$ cat config.mk
export PLATFORM = sky130hd
export DESIGN_NAME = pipeline
export DESIGN_NICKNAME = d
export VERILOG_FILES = /design/src/rtl/pipeline_pkg.sv /design/src/rtl/pipe_reg.sv /design/src/rtl/pipeline.sv
export SDC_FILE = /design/constraint.sdc
export NUM_CORES = 1
export LEC_CHECK = 0
export BUFFER_PORTS_ARGS = -buffer_cell sky130_fd_sc_hd__buf_2
export CAP_MARGIN = 20
export CORE_ASPECT_RATIO = 1.5
export CORE_MARGIN = 4
export CORE_UTILIZATION = 53
export DETAILED_ROUTE_END_ITERATION = 10
export HOLD_SLACK_MARGIN = 0.06
export PLACE_DENSITY = 0.77
export SYNTH_ARGS = -nofsm -noshare
export SYNTH_HDL_FRONTEND = slang
export SYNTH_SLANG_ARGS = --single-unit
$ cat constraint.sdc
create_clock -name clk -period 3.7 [get_ports clk]
set_input_delay 0 -clock clk [delete_from_list [all_inputs] [get_ports clk]]
set_output_delay 0 -clock clk [all_outputs]
set_load 0.05 [all_outputs]
$ cat src/rtl/pipeline_pkg.sv
// Shared constants for the 3-stage (A + B + C - D) * D arithmetic pipeline.
package pipeline_pkg;

    localparam int PIPE_DEFAULT_N = 10;
    localparam int PIPE_LATENCY   = 3;

endpackage : pipeline_pkg

$ cat src/rtl/pipe_reg.sv
// Parameterised-width D flip-flop bank with asynchronous active-low clear,
// used for every stage register of the pipeline.
module pipe_reg #(
    parameter int W = 1
) (
    input  logic         clk,
    input  logic         rst_n,
    input  logic [W-1:0] d,
    output logic [W-1:0] q
);

    // Stage register: cleared immediately on reset, otherwise loads every cycle.
    always_ff @(posedge clk or negedge rst_n) begin
        if (!rst_n) begin
            q <= {W{1'b0}};
        end else begin
            q <= d;
        end
    end

endmodule : pipe_reg

$ cat src/rtl/pipeline.sv
// 3-stage pipelined datapath F = (A + B + C - D) * D, modulo 2^N, latency 3.
// Optional valid tracking (in_valid/out_valid) is enabled by PIPELINE_VALID_EN.
module pipeline
    import pipeline_pkg::*;
#(
    parameter int N = PIPE_DEFAULT_N
) (
    output logic [N-1:0] F,
    input  logic [N-1:0] A,
    input  logic [N-1:0] B,
    input  logic [N-1:0] C,
    input  logic [N-1:0] D,
    input  logic         clk,
    input  logic         rst_n
`ifdef PIPELINE_VALID_EN
    ,
    input  logic         in_valid,
    output logic         out_valid
`endif
);

    logic [N-1:0] s1_ab_s;
    logic [N-1:0] s1_cd_s;
    logic [N-1:0] s2_sum_s;
    logic [N-1:0] f_s;

    logic [N-1:0] s1_ab_r;
    logic [N-1:0] s1_cd_r;
    logic [N-1:0] s1_d_r;
    logic [N-1:0] s2_sum_r;
    logic [N-1:0] s2_d_r;

    // Stage arithmetic; every result is taken modulo 2^N. The N-bit product
    // equals the low N bits of the full 2N-bit product.
    always_comb begin
        s1_ab_s  = A + B;
        s1_cd_s  = C - D;
        s2_sum_s = s1_ab_r + s1_cd_r;
        f_s      = s2_sum_r * s2_d_r;
    end

    pipe_reg #(.W(N)) u_s1_ab (
        .clk   (clk),
        .rst_n (rst_n),
        .d     (s1_ab_s),
        .q     (s1_ab_r)
    );

    pipe_reg #(.W(N)) u_s1_cd (
        .clk   (clk),
        .rst_n (rst_n),
        .d     (s1_cd_s),
        .q     (s1_cd_r)
    );

    pipe_reg #(.W(N)) u_s1_d (
        .clk   (clk),
        .rst_n (rst_n),
        .d     (D),
        .q     (s1_d_r)
    );

    pipe_reg #(.W(N)) u_s2_sum (
        .clk   (clk),
        .rst_n (rst_n),
        .d     (s2_sum_s),
        .q     (s2_sum_r)
    );

    pipe_reg #(.W(N)) u_s2_d (
        .clk   (clk),
        .rst_n (rst_n),
        .d     (s1_d_r),
        .q     (s2_d_r)
    );

    pipe_reg #(.W(N)) u_f (
        .clk   (clk),
        .rst_n (rst_n),
        .d     (f_s),
        .q     (F)
    );

`ifdef PIPELINE_VALID_EN
    // Valid bit travels alongside the data; the data path ignores it.
    logic [PIPE_LATENCY-1:0] vld_r;

    pipe_reg #(.W(PIPE_LATENCY)) u_vld (
        .clk   (clk),
        .rst_n (rst_n),
        .d     ({vld_r[PIPE_LATENCY-2:0], in_valid}),
        .q     (vld_r)
    );

    assign out_valid = vld_r[PIPE_LATENCY-1];
`endif

endmodule : pipeline

Word-level counts from Yosys, hierarchy flattened:

Cells that the tools add are included.

* bits in registers: 60
* input port bits: 42
* output and inout port bits: 10
* word-level logic and storage cells: 10

* add/subtract/negate cells: 3
* multiply operators: 1

Operators by type and width (number)
* 10-bit adder: 2
* 10-bit by 10-bit multiplier with 10-bit output: 1
* 10-bit subtractor: 1

Longest topological paths before layout:

Gate-level depths: netlist of the first run.

* word-level depth: 1
* mapped depth: 17
* mapped depth without buffers: 16

Modules after synthesis:

From an unflattened synthesis of the first run, not the netlist that was laid out.

* cells, all modules: 393
* area, all modules: 4103.9 um2

By module, submodules not included
* pipeline: instances 1, cells an instance 333, area each 2602.5 um2, sequential area each 0.0 um2
* pipe_reg: instances 6, cells an instance 10, area each 250.2 um2, sequential area each 250.2 um2

Worst setup path after synthesis of the first run:

OpenSTA, ideal clock, no wires.

* path type: register to register
* start: register u_s2_d.q[3]
* end: register u_f.q[9]
* library setup time: 0.134 ns
* arrival: 3.945 ns
* data required time: 3.566 ns
* path slack: -0.379 ns
* cell stages (with the launch flop): 17
* path buffers: 0
* period minus slack after synthesis: 4.079 ns
* path through: dfrtp_1 nand2_1 fa_1 inv_1 fa_1 inv_1 fa_1 inv_1 fa_1 inv_1 fa_1 xor2_1 xnor2_1 xnor2_1 xnor2_1 xnor2_1 xnor2_1

* cells in the longest elaborated chain, start to end: 1

Ends and longest elaborated chain
* from (decl): line pipe_reg.sv:9 `output logic [W-1:0] q`
* from (signal assigned): line pipe_reg.sv:15 `q <= {W{1'b0}};`
* 10-bit by 10-bit multiplier with 10-bit output: line pipeline.sv:39 `f_s = s2_sum_r * s2_d_r;`
* net f_s[9]: line pipeline.sv:25 `logic [N-1:0] f_s;`
* to (signal assigned): line pipe_reg.sv:15
* to (decl): line pipe_reg.sv:9

The timed path passes the listed nets, and every way through them passes these cells.

Final worst setup path of the first run:

* start: register u_s2_d.q[1]
* end: register u_f.q[9]

Same word-level chain as after synthesis.

==> results of run 1 <==
-- registers in the layout, summed over array words and instances, names as in the netlist --
register and flops:
u_f.q 10, u_s1_d.q 10, u_s1_cd.q 10, u_s2_d.q 10, u_s2_sum.q 10, u_s1_ab.q 10
-- routing by layer --
layer / track usage [%] / vias up / wire length, µm
met2: 41.6 / 74 / 5020
li1: - / 1484 / -
met3: 3.68 / 41 / 218
met1: 19.1 / 1468 / 2810
met5: 0 / - / 0
met4: 13.6 / 0 / 454
-- logic make-up (layout without fill, tap and decap cells) --
logic type               Yosys count  count (layout)  share of synthesized area, %
adder cells (fa/ha/maj)           76              76                          27.9
AO/OA/AOI/OAI                     48              48                          7.68
buffers and inverters             59             190                          5.47
AND/OR/NAND/NOR                   96              96                          12.0
XOR/XNOR                          46              46                          10.1
flip-flops                        60              60                          36.9
other                              0               1                             0
-- report_power, final --
group | switching [mW] | internal, mW
Sequential | 0.105 | 0.865
Clock | 0.243 | 0.345
Combinational | 2.01 | 2.12
-- through the flow --
stage	utilization, %	setup TNS (ps)	worst slack (ps)
final	72.6	-744	-303
after CTS	72.0	-743	-323
after global placement	63.3	-490	-190
after global routing	72.5	-1310	-449
after detailed placement	63.3	-928	-320
after floorplan	-	-184	-176
-- layout make-up --
type	instances	area share [%]
Sequential cell	60	28.1
Tap cell	100	2.34
Multi-Input combinational cell	266	45.9
Antenna cell	1	0.0468
Timing Repair Buffer	116	15.7
Clock inverter	4	0.889
Inverter	58	4.07
Clock buffer	12	2.90
-- repair_timing --
item | 4_1_cts | 5_1_grt
gates resized for setup | 8 | 5
hold endpoints to repair | 88 | 0
setup endpoints to repair | 4 | 4
buffers inserted | 5 | 1
hold buffers | 36 | 0
pin swaps | 7 | 7
-- worst max-delay path by stage --
stage / startpoint / endpoint / slack, ps / cells past startpoint
2_1_floorplan: u_s2_d.q[1] / u_f.q[9] / -180 / 17
3_3_place_gp: u_s2_d.q[2] / u_f.q[9] / -190 / 15
3_5_place_dp: u_s2_d.q[3] / u_f.q[9] / -320 / 16
4_1_cts: u_s2_d.q[2] / u_f.q[9] / -320 / 16
5_1_grt: u_s2_d.q[1] / u_f.q[9] / -450 / 16
6_report: u_s2_d.q[1] / u_f.q[9] / -300 / 16
-- worst reg2reg max path: cells and delay by family, from the launching register on --
kind,cells,cell delay (ps)
xor+xnor,6,940
fa+ha+maj,5,2280
buf+inv,4,200
flops,1,400
simple gates,1,60
-- cell usage in the layout (no fill, tap or decap), types with 2 or more instances in the layout --
cell           instances
or3_1                  2
fa_1                  23
and2_1                 5
nand2_1               36
a21oi_1               13
o31ai_1                3
buf_4                 27
xnor2_1               29
xor2_1                15
and2_2                13
o21ai_0               13
a21boi_0               4
nor2_1                16
xnor2_2                2
fa_2                   2
or2_2                  3
a21o_1                 3
nor2b_1                7
clkinv_2               2
nand2_4                2
nor4_1                 2
dlygate4sd3_1         36
inv_1                 57
dfrtp_1               59
a21oi_2                2
ha_4                   5
buf_2                 51
buf_6                  2
nand2b_1               5
o311ai_0               2
ha_1                  46
clkbuf_8              11
nand2_2                3
==> qor.yml, run 1 <==
status: "finished, violations left"
violations: "setup timing"
vias_per_cell: 4.97
die_height_um: 115
timing.critical_path.mode_cell: "xnor2_1"
port_buffers: 51
path_class: "flip-flop to flip-flop"
path_cells: "nand2_4, fa_1, inv_1, fa_1, inv_1, fa_1, inv_1, fa_1, inv_1, fa_2, xor2_1, xnor2_1, xnor2_1, xnor2_1, xnor2_1, xnor2_1"
first_pass_iters: 4
power.density_nw_per_um2: 1060
clk_pin_slew_ps: 70
synth_cells: 385
grt_max_degree: 61
synth.most_common_cell: "dfrtp_1"
place_area_um2: 4670
fillers: 483
grt_pass1_vias: 3513
cp-end-kind: "flip-flop"
slew_headroom_pct: 51.8
ant_nets: 0
holdPathStages: 4
multi_input_area_um2: 2460
crit_slowest_cell: "fa_1"
boundaryPins: 52
synth_area_per_cell_um2: 10.6
grt_overflow_total: 0
worstPathArrival_ps: 4220
grt_use_total_pct: 21.1
yosys.area.top_type_share_pct: 36.9
layout_setup_ws_ps: -303
setup_viol: 4
r2r_cells: 16
crit_required_ps: 3920
hold_slack_ps: 80.9
fin_crit_sh_pct: 108
gp_congestion: 0.898
wl_um: 8500
yosysTopAreaCell: "dfrtp_1"
clock_skew_ps: 6.26
cts_made_buffers: 9
hp-start: "A[1]"
cp-start-kind: "flip-flop"
path_delay_family: "adder cells"
die_w_um: 79.6
cts_buffer_depth: 2
ys.flop_type: "dfrtp_1"
fin_cells: 617
hold_end: "u_s1_ab.q[1]"
max-cap-violations: 0
grt_pass1_wl_um: 14800
slowest_delay_ps: 530
clock_latency_ps: 330
drtIter0Drc: 110
worst-path-buf-inv: 4
r2r_end: "u_f.q[9]"
htree_num_levels: 3
p_leak_nw: 2.68
coreArea_um2: 7370
hold_violations: 0
fin_total_pwr_mw: 5.68
hpwl_um: 6400
antenna_found_initial: 0
synthTopCellsByCount: "dfrtp_1, inv_1, ha_1"
finalCriticalPeriod_ps: 4000
drv_slew: 0
ys_ff_latch: 60
vdd_drop_max_mv: 0.882
final_cell_area_um2: 5350
nNetsFinal: 629
dr_total_vias: 3067
dp.cells: 558
max_freq_mhz: 250
cts_root_buf: "clkbuf_8"
synth-edff-count: 0
seqCellArea_um2: 1500
tightest_slew_ps: 723
dieArea_um2: 9180
syn-cell-area_um2: 4070
ff2ff_setup_slack_ps: -300
cts.sink_count: 60
drt-wirelength-per-cell_um: 13.8
synth.area.top_cells: "dfrtp_1, ha_1, fa_1"
syn2layout_area_growth_pct: 31.3
syn_nets: 503
crit_fanout: 2
ys_types: 33
cts_tree: "built"
yosysWarnings: 0
start_util_pct: 55.3
drive_gt1_share_pct: 26.0
grt_setup_unrepaired: "true"
timing.rr.start: "u_s2_d.q[1]"
synthArstFlopShare_pct: 100
num_rows: 38
hold_class: "input port to flip-flop"
remaining_drc_errors: 0
synth_seq_area_share_pct: 36.9
Note: power is estimated with default switching activity, not from simulation.
==> inputs of run 2 (changes only) <==
--- a/config.mk
+++ b/config.mk
@@ -12,7 +12,7 @@
 export CORE_UTILIZATION = 53
 export DETAILED_ROUTE_END_ITERATION = 10
 export HOLD_SLACK_MARGIN = 0.06
-export PLACE_DENSITY = 0.77
+export PLACE_DENSITY_LB_ADDON = 0.08
 export SYNTH_ARGS = -nofsm -noshare
 export SYNTH_HDL_FRONTEND = slang
 export SYNTH_SLANG_ARGS = --single-unit
==> run 2 against run 1 <==
  * The run still ends with setup timing left
  * Global-route usage is 0.39 points lower
  * Register-to-register slack better by 20 ps
  * Die area stayed put
  * Largest cell class unchanged
  * Highest routed layer unchanged
==> qor.yml, run 2 (synthesis results as in run 1) <==
vias_per_cell: 4.94  # -0.68%
fin_cells: 619  # +0.32%
cp-start-kind: "flip-flop"
grt_max_degree: 53  # -13%
path_class: "flip-flop to flip-flop"
drv_slew: 0  # unchanged
wl_um: 8410  # -1.0%
timing.critical_path.mode_cell: "xnor2_1"
clock_latency_ps: 350  # +20 ps
dp.cells: 557  # -0.18%
tightest_slew_ps: 612  # -111 ps
hold_class: "input port to flip-flop"
cts_root_buf: "clkbuf_8"
slew_headroom_pct: 59.2  # +7.4 points
crit_fanout: 3  # +1
grt_pass1_vias: 3335  # -5.1%
remaining_drc_errors: 0  # unchanged
violations: "setup timing"
max-cap-violations: 0  # unchanged
drtIter0Drc: 94  # -15%
worstPathArrival_ps: 4210  # about the same
start_util_pct: 55.3  # unchanged
drive_gt1_share_pct: 31.2  # +5.2 points
grt_pass1_wl_um: 14500  # -1.9%
grt_setup_unrepaired: "true"
fin_crit_sh_pct: 108  # -0.61 points
cts_tree: "built"
setup_viol: 4  # unchanged
crit_required_ps: 3930  # about the same
clk_pin_slew_ps: 70  # about the same
boundaryPins: 52  # unchanged
status: "finished, violations left"
max_freq_mhz: 251  # +0.57%
slowest_delay_ps: 540  # about the same
layout_common_cells: "dfrtp_1, buf_2, inv_1"
syn2layout_area_growth_pct: 34.9
cts_made_buffers: 9  # unchanged
ant_nets: 0  # unchanged
cts.sink_count: 60  # unchanged
layout_setup_ws_ps: -281  # +22.6 ps
num_rows: 38  # unchanged
grt_use_total_pct: 20.7  # -0.39 points
htree_num_levels: 3  # unchanged
diodes: 0  # -1
cp-end-kind: "flip-flop"
port_buffers: 51  # unchanged
hold_violations: 0  # unchanged
finalCriticalPeriod_ps: 3980  # -22.6 ps
tns_ps: -741  # +3.18 ps
drt-wirelength-per-cell_um: 13.6  # -1.4%
dr_total_vias: 3056  # -0.36%
mostFrequentLayoutCell: "dfrtp_1"
gp_congestion: 0.838  # -6.7%
clock_skew_ps: 8.90  # +2.64 ps
nNetsFinal: 632  # +0.48%
dieArea_um2: 9180  # unchanged
grt_overflow_total: 0  # unchanged
die_w_um: 79.6  # unchanged
crit_slowest_cell: "fa_1"
coreArea_um2: 7370  # unchanged
first_pass_iters: 4  # unchanged
cts_buffer_depth: 2  # unchanged
path_cells: "nand2_4, fa_1, inv_1, fa_1, inv_1, fa_1, inv_1, fa_1, inv_2, fa_2, xor2_1, xnor2_1, xnor2_1, xnor2_1, xnor2_1, xnor2_1"
die_height_um: 115  # unchanged
antenna_found_initial: 0  # unchanged
hpwl_um: 6060  # -5.3%
## run 2: changes by cell type in the layout (fill, tap and decap cells not counted), moves of 5 or more
| cell | previous run | this run |
|---|---|---|
| nand2_2 | 3 | 8 |
| inv_2 | 1 | 7 |
| inv_1 | 57 | 50 |
| nand2_1 | 36 | 31 |
| dfrtp_1 | 59 | 52 |
| dfrtp_2 | 1 | 8 |
## run 2: per-stage QoR
stage                     setup WS, ps  cell area (µm²)  hold slack, ps  utilization [%]
final                             -281             5500            78.5             74.6
after global routing              -453             5500            86.8             74.6
after CTS                         -280             5390            65.9             73.2
after detailed placement          -347             4660            -135             63.2
after global placement            -248             4660            -134             63.2
after floorplan                   -176             4130            -296                -
## run 2: what timing repair did
item                       in CTS  in global routing
pin swaps                      18                 20
hold endpoints to repair       88                  0
setup buffers                   6                  5
setup endpoints to repair       4                  4
gates resized for setup        25                 20
hold buffers                   37                  0
## run 2: worst max-delay path, delay by kind of cell, from the launching register on
kind,cells,cell delay [ps]
adders and majority gates,5,2290
xor gates and xnor gates,6,890
DFF,1,420
buffers and inverters,4,190
and+or+nand+nor,1,60
## run 2: worst paths after layout
path,from,endpoint,slack [ps],cells after the start
min in group asynchronous,rst_n,u_f.q[2],330,3
setup reg to reg,u_s2_d.q[1],u_f.q[9],-280,16
hold / removal,A[1],u_s1_ab.q[1],80,4
max in group asynchronous,rst_n,u_f.q[6],2730,3
setup / recovery,u_s2_d.q[1],u_f.q[9],-280,16
hold reg to reg,u_s1_d.q[5],u_s2_d.q[5],340,0
## run 2: area by class of cell
type | count | area, µm²
inverters | 58 | 220
clock inverters | 4 | 72.6
clock buffers | 12 | 145
flip-flops and latches | 60 | 1510
repair buffers | 119 | 870
well taps | 100 | 125
fillers | 512 | 1870
multi-input cells | 266 | 2550
## run 2: metal layers
metal | wire (µm) | global-route usage [%] | up-vias
met2 | 4960 | 41.1 | 61
li1 | - | - | 1484
met4 | 308 | 10.3 | 0
met5 | 0 | 0 | -
met3 | 253 | 3.76 | 21
met1 | 2890 | 19.7 | 1490
Power of run 2 is not shown: default switching activity piles up to over one toggle a cycle in this logic, so the estimate is an artifact.
